--- src/rtl/alu_issue_stage_if.sv ---
// Handshake and payload bundle between register read, the issue stage and the ALU.
interface alu_issue_stage_if #(
  parameter int unsigned OPERAND_LENGTH = 32
);
  // Upstream side: decoded beat plus operand sources
  logic                      flush;
  logic                      in_valid;
  logic                      in_ready;
  logic [31:0]               instr;
  logic [OPERAND_LENGTH-1:0] pc;
  logic [OPERAND_LENGTH-1:0] rs1_data;
  logic [OPERAND_LENGTH-1:0] rs2_data;

  // Downstream side: operand/select bundle for the ALU
  logic                      out_valid;
  logic                      out_ready;
  logic [OPERAND_LENGTH-1:0] opd1;
  logic [OPERAND_LENGTH-1:0] opd2;
  logic [OPERAND_LENGTH-1:0] opd3;
  logic [OPERAND_LENGTH-1:0] opd4;
  logic                      alu_mux1_select;
  logic [1:0]                alu_mux2_select;
  logic [2:0]                alu_op_select;
  logic                      is_branch;
  logic                      illegal;

  // Environment side: drives beats in and accepts bundles out
  modport master (
    output flush, in_valid, instr, pc, rs1_data, rs2_data, out_ready,
    input  in_ready, out_valid, opd1, opd2, opd3, opd4,
           alu_mux1_select, alu_mux2_select, alu_op_select, is_branch, illegal
  );

  // Stage side
  modport slave (
    input  flush, in_valid, instr, pc, rs1_data, rs2_data, out_ready,
    output in_ready, out_valid, opd1, opd2, opd3, opd4,
           alu_mux1_select, alu_mux2_select, alu_op_select, is_branch, illegal
  );
endinterface

--- src/rtl/alu_issue_stage.sv ---
// RV32I issue stage: decodes one instruction per beat into the ALU operand/select
// bundle, registered behind a main + skid pair so in_ready never depends on out_ready.
module alu_issue_stage #(
  parameter int unsigned OPERAND_LENGTH = 32
) (
  input  logic             clk,
  input  logic             rst_n,
  alu_issue_stage_if.slave bus
);

  localparam int unsigned W = OPERAND_LENGTH;

  // Opcodes
  localparam logic [6:0] OPC_OP     = 7'b0110011;
  localparam logic [6:0] OPC_OP_IMM = 7'b0010011;
  localparam logic [6:0] OPC_BRANCH = 7'b1100011;
  localparam logic [6:0] OPC_LUI    = 7'b0110111;
  localparam logic [6:0] OPC_AUIPC  = 7'b0010111;
  localparam logic [6:0] OPC_JAL    = 7'b1101111;
  localparam logic [6:0] OPC_JALR   = 7'b1100111;

  // Result source select
  localparam logic [1:0] MUX2_ADD   = 2'b00;
  localparam logic [1:0] MUX2_LOGIC = 2'b01;
  localparam logic [1:0] MUX2_SHIFT = 2'b10;
  localparam logic [1:0] MUX2_CMP   = 2'b11;

  // Unit operation codes
  localparam logic [2:0] OP_ADD = 3'b000;
  localparam logic [2:0] OP_SUB = 3'b001;
  localparam logic [2:0] OP_AND = 3'b000;
  localparam logic [2:0] OP_OR  = 3'b001;
  localparam logic [2:0] OP_XOR = 3'b010;
  localparam logic [2:0] OP_SLL = 3'b000;
  localparam logic [2:0] OP_SRL = 3'b001;
  localparam logic [2:0] OP_SRA = 3'b010;
  localparam logic [2:0] OP_EQ  = 3'b000;
  localparam logic [2:0] OP_NE  = 3'b001;
  localparam logic [2:0] OP_LT  = 3'b010;
  localparam logic [2:0] OP_GE  = 3'b011;
  localparam logic [2:0] OP_LTU = 3'b100;
  localparam logic [2:0] OP_GEU = 3'b101;

  typedef struct packed {
    logic [W-1:0] opd1;
    logic [W-1:0] opd2;
    logic [W-1:0] opd3;
    logic [W-1:0] opd4;
    logic         mux1;
    logic [1:0]   mux2;
    logic [2:0]   op;
    logic         is_branch;
    logic         illegal;
  } bundle_t;

  // Instruction fields and immediates
  logic [6:0]  w_opcode;
  logic [2:0]  w_funct3;
  logic [6:0]  w_funct7;
  logic        w_f7_zero;
  logic        w_f7_alt;
  logic [31:0] w_imm_i;
  logic [31:0] w_imm_b;
  logic [31:0] w_imm_u;
  logic [31:0] w_imm_j;
  logic [31:0] w_shamt;
  logic        w_unused_rd;

  assign w_opcode    = bus.instr[6:0];
  assign w_funct3    = bus.instr[14:12];
  assign w_funct7    = bus.instr[31:25];
  assign w_f7_zero   = (w_funct7 == 7'b0000000);
  assign w_f7_alt    = (w_funct7 == 7'b0100000);
  assign w_imm_i     = {{20{bus.instr[31]}}, bus.instr[31:20]};
  assign w_imm_b     = {{19{bus.instr[31]}}, bus.instr[31], bus.instr[7],
                        bus.instr[30:25], bus.instr[11:8], 1'b0};
  assign w_imm_u     = {bus.instr[31:12], 12'b0};
  assign w_imm_j     = {{11{bus.instr[31]}}, bus.instr[31], bus.instr[19:12],
                        bus.instr[20], bus.instr[30:21], 1'b0};
  assign w_shamt     = {27'b0, bus.instr[24:20]};
  // rd is consumed by writeback, not by this stage
  assign w_unused_rd = &{1'b0, bus.instr[11:7]};

  bundle_t w_dec;
  logic    w_bad;

  // Decode the presented beat into a bundle; any illegal encoding collapses to an all-zero bundle
  always_comb begin
    w_dec = '0;
    w_bad = 1'b0;
    case (w_opcode)
      OPC_OP: begin
        w_dec.opd1 = bus.rs1_data;
        w_dec.opd2 = bus.rs2_data;
        w_bad      = !(w_f7_zero ||
                       (w_f7_alt && ((w_funct3 == 3'b000) || (w_funct3 == 3'b101))));
        case (w_funct3)
          3'b000: begin w_dec.mux2 = MUX2_ADD;   w_dec.op = w_funct7[5] ? OP_SUB : OP_ADD; end
          3'b001: begin w_dec.mux2 = MUX2_SHIFT; w_dec.op = OP_SLL; end
          3'b010: begin w_dec.mux2 = MUX2_CMP;   w_dec.op = OP_LT;  end
          3'b011: begin w_dec.mux2 = MUX2_CMP;   w_dec.op = OP_LTU; end
          3'b100: begin w_dec.mux2 = MUX2_LOGIC; w_dec.op = OP_XOR; end
          3'b101: begin w_dec.mux2 = MUX2_SHIFT; w_dec.op = w_funct7[5] ? OP_SRA : OP_SRL; end
          3'b110: begin w_dec.mux2 = MUX2_LOGIC; w_dec.op = OP_OR;  end
          3'b111: begin w_dec.mux2 = MUX2_LOGIC; w_dec.op = OP_AND; end
        endcase
      end
      OPC_OP_IMM: begin
        w_dec.opd1 = bus.rs1_data;
        w_dec.opd2 = W'(w_imm_i);
        case (w_funct3)
          3'b000: begin w_dec.mux2 = MUX2_ADD;   w_dec.op = OP_ADD; end
          3'b001: begin
            w_dec.mux2 = MUX2_SHIFT;
            w_dec.op   = OP_SLL;
            w_dec.opd2 = W'(w_shamt);
            w_bad      = !w_f7_zero;
          end
          3'b010: begin w_dec.mux2 = MUX2_CMP;   w_dec.op = OP_LT;  end
          3'b011: begin w_dec.mux2 = MUX2_CMP;   w_dec.op = OP_LTU; end
          3'b100: begin w_dec.mux2 = MUX2_LOGIC; w_dec.op = OP_XOR; end
          3'b101: begin
            w_dec.mux2 = MUX2_SHIFT;
            w_dec.op   = w_funct7[5] ? OP_SRA : OP_SRL;
            w_dec.opd2 = W'(w_shamt);
            w_bad      = !(w_f7_zero || w_f7_alt);
          end
          3'b110: begin w_dec.mux2 = MUX2_LOGIC; w_dec.op = OP_OR;  end
          3'b111: begin w_dec.mux2 = MUX2_LOGIC; w_dec.op = OP_AND; end
        endcase
      end
      OPC_BRANCH: begin
        // Adder forms the target, compare unit resolves the condition on opd3/opd4
        w_dec.opd1      = bus.pc;
        w_dec.opd2      = W'(w_imm_b);
        w_dec.opd3      = bus.rs1_data;
        w_dec.opd4      = bus.rs2_data;
        w_dec.mux1      = 1'b1;
        w_dec.mux2      = MUX2_ADD;
        w_dec.is_branch = 1'b1;
        case (w_funct3)
          3'b000:  w_dec.op = OP_EQ;
          3'b001:  w_dec.op = OP_NE;
          3'b100:  w_dec.op = OP_LT;
          3'b101:  w_dec.op = OP_GE;
          3'b110:  w_dec.op = OP_LTU;
          3'b111:  w_dec.op = OP_GEU;
          default: w_bad    = 1'b1;
        endcase
      end
      OPC_LUI: begin
        w_dec.opd2 = W'(w_imm_u);
      end
      OPC_AUIPC: begin
        w_dec.opd1 = bus.pc;
        w_dec.opd2 = W'(w_imm_u);
      end
      OPC_JAL: begin
        w_dec.opd1 = bus.pc;
        w_dec.opd2 = W'(w_imm_j);
      end
      OPC_JALR: begin
        w_dec.opd1 = bus.rs1_data;
        w_dec.opd2 = W'(w_imm_i);
        w_bad      = (w_funct3 != 3'b000);
      end
      default: w_bad = 1'b1;
    endcase
    if (w_bad) begin
      w_dec         = '0;
      w_dec.illegal = 1'b1;
    end
  end

  // Pipeline storage
  bundle_t r_main;
  bundle_t r_skid;
  logic    r_main_valid;
  logic    r_skid_valid;
  logic    w_accept;
  logic    w_advance;

  assign w_accept  = bus.in_valid && !r_skid_valid;
  assign w_advance = !r_main_valid || bus.out_ready;

  // Main/skid update: skid is drained first to keep order; flush wins over accept.
  // With in_ready tied to an empty skid, a skid drain never coincides with an accept.
  always_ff @(posedge clk or negedge rst_n) begin
    if (!rst_n) begin
      r_main       <= '0;
      r_skid       <= '0;
      r_main_valid <= 1'b0;
      r_skid_valid <= 1'b0;
    end else if (bus.flush) begin
      r_main_valid <= 1'b0;
      r_skid_valid <= 1'b0;
    end else if (w_advance) begin
      if (r_skid_valid) begin
        r_main       <= r_skid;
        r_main_valid <= 1'b1;
        r_skid_valid <= 1'b0;
      end else begin
        r_main_valid <= w_accept;
        if (w_accept) begin
          r_main <= w_dec;
        end
      end
    end else if (w_accept) begin
      r_skid       <= w_dec;
      r_skid_valid <= 1'b1;
    end
  end

  assign bus.in_ready        = !r_skid_valid;
  assign bus.out_valid       = r_main_valid;
  assign bus.opd1            = r_main.opd1;
  assign bus.opd2            = r_main.opd2;
  assign bus.opd3            = r_main.opd3;
  assign bus.opd4            = r_main.opd4;
  assign bus.alu_mux1_select = r_main.mux1;
  assign bus.alu_mux2_select = r_main.mux2;
  assign bus.alu_op_select   = r_main.op;
  assign bus.is_branch       = r_main.is_branch;
  assign bus.illegal         = r_main.illegal;

endmodule
--- src/flat_wrapper.sv ---
// flat-port wrapper written by rule: the top's interface ports become plain ports
module alu_issue_stage_flat 
#(
  parameter int unsigned OPERAND_LENGTH = 32
)
  (clk, rst_n, bus_flush, bus_in_valid, bus_instr, bus_pc, bus_rs1_data, bus_rs2_data, bus_out_ready, bus_in_ready, bus_out_valid, bus_opd1, bus_opd2, bus_opd3, bus_opd4, bus_alu_mux1_select, bus_alu_mux2_select, bus_alu_op_select, bus_is_branch, bus_illegal);
  alu_issue_stage_if #(.OPERAND_LENGTH(OPERAND_LENGTH)) bus_i ();
  input  logic clk;
  input  logic rst_n;
  input wire logic [$bits(bus_i.flush)-1:0] bus_flush;
  input wire logic [$bits(bus_i.in_valid)-1:0] bus_in_valid;
  input wire logic [$bits(bus_i.instr)-1:0] bus_instr;
  input wire logic [$bits(bus_i.pc)-1:0] bus_pc;
  input wire logic [$bits(bus_i.rs1_data)-1:0] bus_rs1_data;
  input wire logic [$bits(bus_i.rs2_data)-1:0] bus_rs2_data;
  input wire logic [$bits(bus_i.out_ready)-1:0] bus_out_ready;
  output wire logic [$bits(bus_i.in_ready)-1:0] bus_in_ready;
  output wire logic [$bits(bus_i.out_valid)-1:0] bus_out_valid;
  output wire logic [$bits(bus_i.opd1)-1:0] bus_opd1;
  output wire logic [$bits(bus_i.opd2)-1:0] bus_opd2;
  output wire logic [$bits(bus_i.opd3)-1:0] bus_opd3;
  output wire logic [$bits(bus_i.opd4)-1:0] bus_opd4;
  output wire logic [$bits(bus_i.alu_mux1_select)-1:0] bus_alu_mux1_select;
  output wire logic [$bits(bus_i.alu_mux2_select)-1:0] bus_alu_mux2_select;
  output wire logic [$bits(bus_i.alu_op_select)-1:0] bus_alu_op_select;
  output wire logic [$bits(bus_i.is_branch)-1:0] bus_is_branch;
  output wire logic [$bits(bus_i.illegal)-1:0] bus_illegal;
  assign bus_i.flush = bus_flush;
  assign bus_i.in_valid = bus_in_valid;
  assign bus_i.instr = bus_instr;
  assign bus_i.pc = bus_pc;
  assign bus_i.rs1_data = bus_rs1_data;
  assign bus_i.rs2_data = bus_rs2_data;
  assign bus_i.out_ready = bus_out_ready;
  assign bus_in_ready = bus_i.in_ready;
  assign bus_out_valid = bus_i.out_valid;
  assign bus_opd1 = bus_i.opd1;
  assign bus_opd2 = bus_i.opd2;
  assign bus_opd3 = bus_i.opd3;
  assign bus_opd4 = bus_i.opd4;
  assign bus_alu_mux1_select = bus_i.alu_mux1_select;
  assign bus_alu_mux2_select = bus_i.alu_mux2_select;
  assign bus_alu_op_select = bus_i.alu_op_select;
  assign bus_is_branch = bus_i.is_branch;
  assign bus_illegal = bus_i.illegal;
  alu_issue_stage #(.OPERAND_LENGTH(OPERAND_LENGTH)) u_core (.clk(clk), .rst_n(rst_n), .bus(bus_i));
endmodule
--- config.mk ---
export PLATFORM = sky130hd
export DESIGN_NAME = alu_issue_stage_flat
export DESIGN_NICKNAME = d
export VERILOG_FILES = /design/src/rtl/alu_issue_stage_if.sv /design/src/rtl/alu_issue_stage.sv /design/src/flat_wrapper.sv
export SDC_FILE = /design/constraint.sdc
export NUM_CORES = 1
export LEC_CHECK = 0
export CAP_MARGIN = 25
export CORE_ASPECT_RATIO = 0.6
export CORE_UTILIZATION = 55
export DETAILED_ROUTE_END_ITERATION = 10
export HOLD_SLACK_MARGIN = 0.08
export PLACE_DENSITY_LB_ADDON = 0.2
export SLEW_MARGIN = 20
export SYNTH_ARGS = -nofsm -noshare
export SYNTH_HDL_FRONTEND = slang
export SYNTH_SLANG_ARGS = --single-unit
--- constraint.sdc ---
create_clock -name clk -period 3.55 [get_ports clk]
set_clock_uncertainty 0.15 [all_clocks]
set_input_delay 0.8875 -clock clk [delete_from_list [all_inputs] [get_ports clk]]
set_output_delay 0.8875 -clock clk [all_outputs]
set_load 0.01 [all_outputs]
==> impl_metrics.csv <==
group,metric,value,unit
floorplanning,start_util,0.571,
logic_synthesis,synthDistinctLibCells,54,
global_route,grt_max_degree,99,
critical_path,cp.required,3.84,ns
logic_synthesis,ys_ff_latch,272,
logic_synthesis,synth-simple-area-share,0.184,
clock_tree,htree_levels,1,
placed_design,port_buffers,270,
critical_path,critPathMaxFanout,27,
clock_tree,cts.repair.resized,0,
timing,hold_ws,0.272,ns
timing,hold_viol_final,0,
clock_tree,clk_pin_slew_worst_paths,0.07,ns
timing,rsz0062_at_grt,"false",
power_and_ir_drop,power_density,478,nW/um^2
logic_synthesis,syn_area_per_cell,9.02,um^2
timing,tns,0,ns
timing,min_period,3.02,ns
cells_and_area,syn_to_final_growth,32.4,%
global_route,grt_pass1_wl,63300,um
drt,drc,0,
drt,wl_per_cell,21.4,um
drt,vias,11839,
drt,route.antenna.remaining_nets,0,
clock_tree,cts-root-buf,"clkbuf_16",
logic_synthesis,synthCells,1351,
cells_and_area,num-nets-final,1705,
drt,routed_wl,39900,um
floorplanning,row_count,41,
logic_synthesis,synth-compound-area-share,0.209,
cells_and_area,final_common_cell,"dfrtp_1",
logic_synthesis,seq_area_frac_synth,0.558,
logic_synthesis,synth_xor_area_frac,0.000719,
logic_synthesis,synth_adder_area_share,0,
logic_synthesis,muxShareOfSynthArea,0.00246,
floorplanning,fp.dieH,117,um
clock_tree,numCtsBuffers,25,
run,drv_cap,0,
drt,drt_first_pass_iters,5,
cells_and_area,layoutNonFillerInstCount,1868,
global_route,grt_use_total,0.350,
global_route,antenna_found_initial,1,
floorplanning,die_area,22800,um^2
global_route,grt_pass1_vias,11270,
logic_synthesis,synth_area,12200,um^2
placed_design,finalWeightedCongestion,0.889,
critical_path,cp-end-kind,"flip-flop",
logic_synthesis,synth-edff-count,0,
clock_tree,postCtsSetupBuffers,0,
placed_design,hpwl,26000,um
clock_tree,cts_max_path_buffers,3,
cells_and_area,drive_gt1_frac,0.0642,
cells_and_area,antenna_cells_inserted,0,
placed_design,placed_area,15300,um^2
critical_path,worst-setup-path-type,"primary input to flip-flop",
floorplanning,core,21300,um^2
status,status,"finished, final reports clean",
clock_tree,hold_buffers,0,
logic_synthesis,synth_top_family_by_area,"compound AO/OA/AOI/OAI gates",
placed_design,placed_cells,1824,
floorplanning,die_w,194,um
clock_tree,clk_latency,0.52,ns
cells_and_area,fin_area,16100,um^2
drt,viasPerCell,6.34,
critical_path,critPathArrivalTime,3.31,ns
cells_and_area,final_cell_mix,"271 x dfrtp_1, 269 x clkdlybuf4s50_1, 214 x nand2_1",
critical_path,worstSetupStartpointType,"primary input",
timing,relSlewSlack,0.382,
logic_synthesis,ys_warn_count,0,
logic_synthesis,synth-async-reset-ratio,1.00,
timing,slew_violations,0,
power_and_ir_drop,worst_ir_drop_vdd,0.313,mV
logic_synthesis,syn_nets,1484,
power_and_ir_drop,p_leak,0.00692,uW
floorplanning,io_pins,271,
drt,dr.first_iter.drc_count,1597,
clock_tree,cts_tree,"built",
logic_synthesis,synth-main-ff-cell,"dfrtp_1",
timing,max_freq,331,MHz
worst_hold_path,worstHoldPathType,"primary input to asynchronous set/reset pin",
timing,finalSetupViolations,0,
timing,tightestPinTransition,0.928,ns
clock_tree,clock_sinks,272,
cells_and_area,nFillCells,1486,
global_route,grt.overflow.total,0,
timing,post-route-period-util,0.852,
==> worst paths after layout <==
kind | from | to | slack, ns | cells past startpoint
worst max-delay path | bus_instr[2] | u_core.bus.opd2[17] | 0.53 | 6
worst min-delay path | rst_n | u_core.bus.opd4[18] | 0.27 | 1
worst max register to register | u_core.r_skid_valid | u_core.bus.opd1[31] | 1.22 | 5
worst min register to register | u_core.r_skid[24] | u_core.r_skid[24] | 0.33 | 2
max in group asynchronous | rst_n | u_core.r_skid[83] | 2.18 | 2
min in group clk | u_core.r_skid[24] | u_core.r_skid[24] | 0.33 | 2
==> synth_stat cells, types with 5 or more instances <==
library cell	count	share of area
a21oi_1	203	0.083
a221oi_1	20	0.014
a22oi_1	43	0.026
buf_1	7	0.0022
buf_2	24	0.0099
buf_6	6	0.0055
clkbuf_1	78	0.024
dfrtp_1	272	0.56
inv_1	5	0.0015
nand2_1	214	0.066
nand3_1	133	0.055
nor2_1	139	0.043
o21ai_0	30	0.012
o21ai_1	45	0.018
o22ai_1	66	0.034
==> logic make-up after synthesis <==
group	Yosys count
flops	272
compound gates	432
simple gates	518
buf+inv	125
xor+xnor	1
mux	3
==> metrics by stage <==
step / utilization / setup slack (ns) / total power, uW
global placement: 0.716 / 0.181 / 4900
finish: 0.756 / 0.526 / 7710
global route: 0.756 / 0.408 / 7990
floorplan: - / 1.11 / 4010
detailed placement: 0.716 / 0.0512 / 4920
CTS: 0.756 / 0.586 / 7720
==> sequential cells by signal (all words and copies together) (netlist names) <==
name                        flops
u_core.bus.alu_mux2_select      2
u_core.bus.alu_op_select        3
u_core.bus.opd4                32
u_core.bus.illegal              1
u_core.bus.opd1                32
u_core.r_skid                 135
u_core.bus.is_branch            1
u_core.bus.opd2                32
u_core.bus.out_valid            1
u_core.r_skid_valid             1
u_core.bus.opd3                32
==> power breakdown <==
group | internal (uW) | switching (uW)
combinational | 717 | 685
sequential | 3330 | 154
clock | 1660 | 1160
total | 5710 | 2000
==> metal layers <==
layer / vias up / global-route usage / share of wire
met5: - / 0 / 0
met4: 0 / 0.0799 / 0.021
met3: 69 / 0.110 / 0.13
met2: 807 / 0.496 / 0.42
met1: 5753 / 0.525 / 0.42
li1: 5210 / - / -
==> layout make-up <==
type,count,area (um^2),share of cell area
Multi-Input combinational cell,954,4880,0.302
Timing Repair Buffer,313,3220,0.199
Sequential cell,272,6810,0.422
Clock buffer,37,741,0.0459
Inverter,6,22.5,0.00140
Tap cell,279,349,0.0216
Clock inverter,7,115,0.00713
==> worst max-delay path: stages <==
cell and delay [ns]:
clkdlybuf4s50_1 0.63, and4bb_2 0.46, nand2_2 0.15, nor2_4 0.67
a221oi_1 0.27, o22ai_1 0.24
No activity file was read; power rests on OpenSTA's default activity.
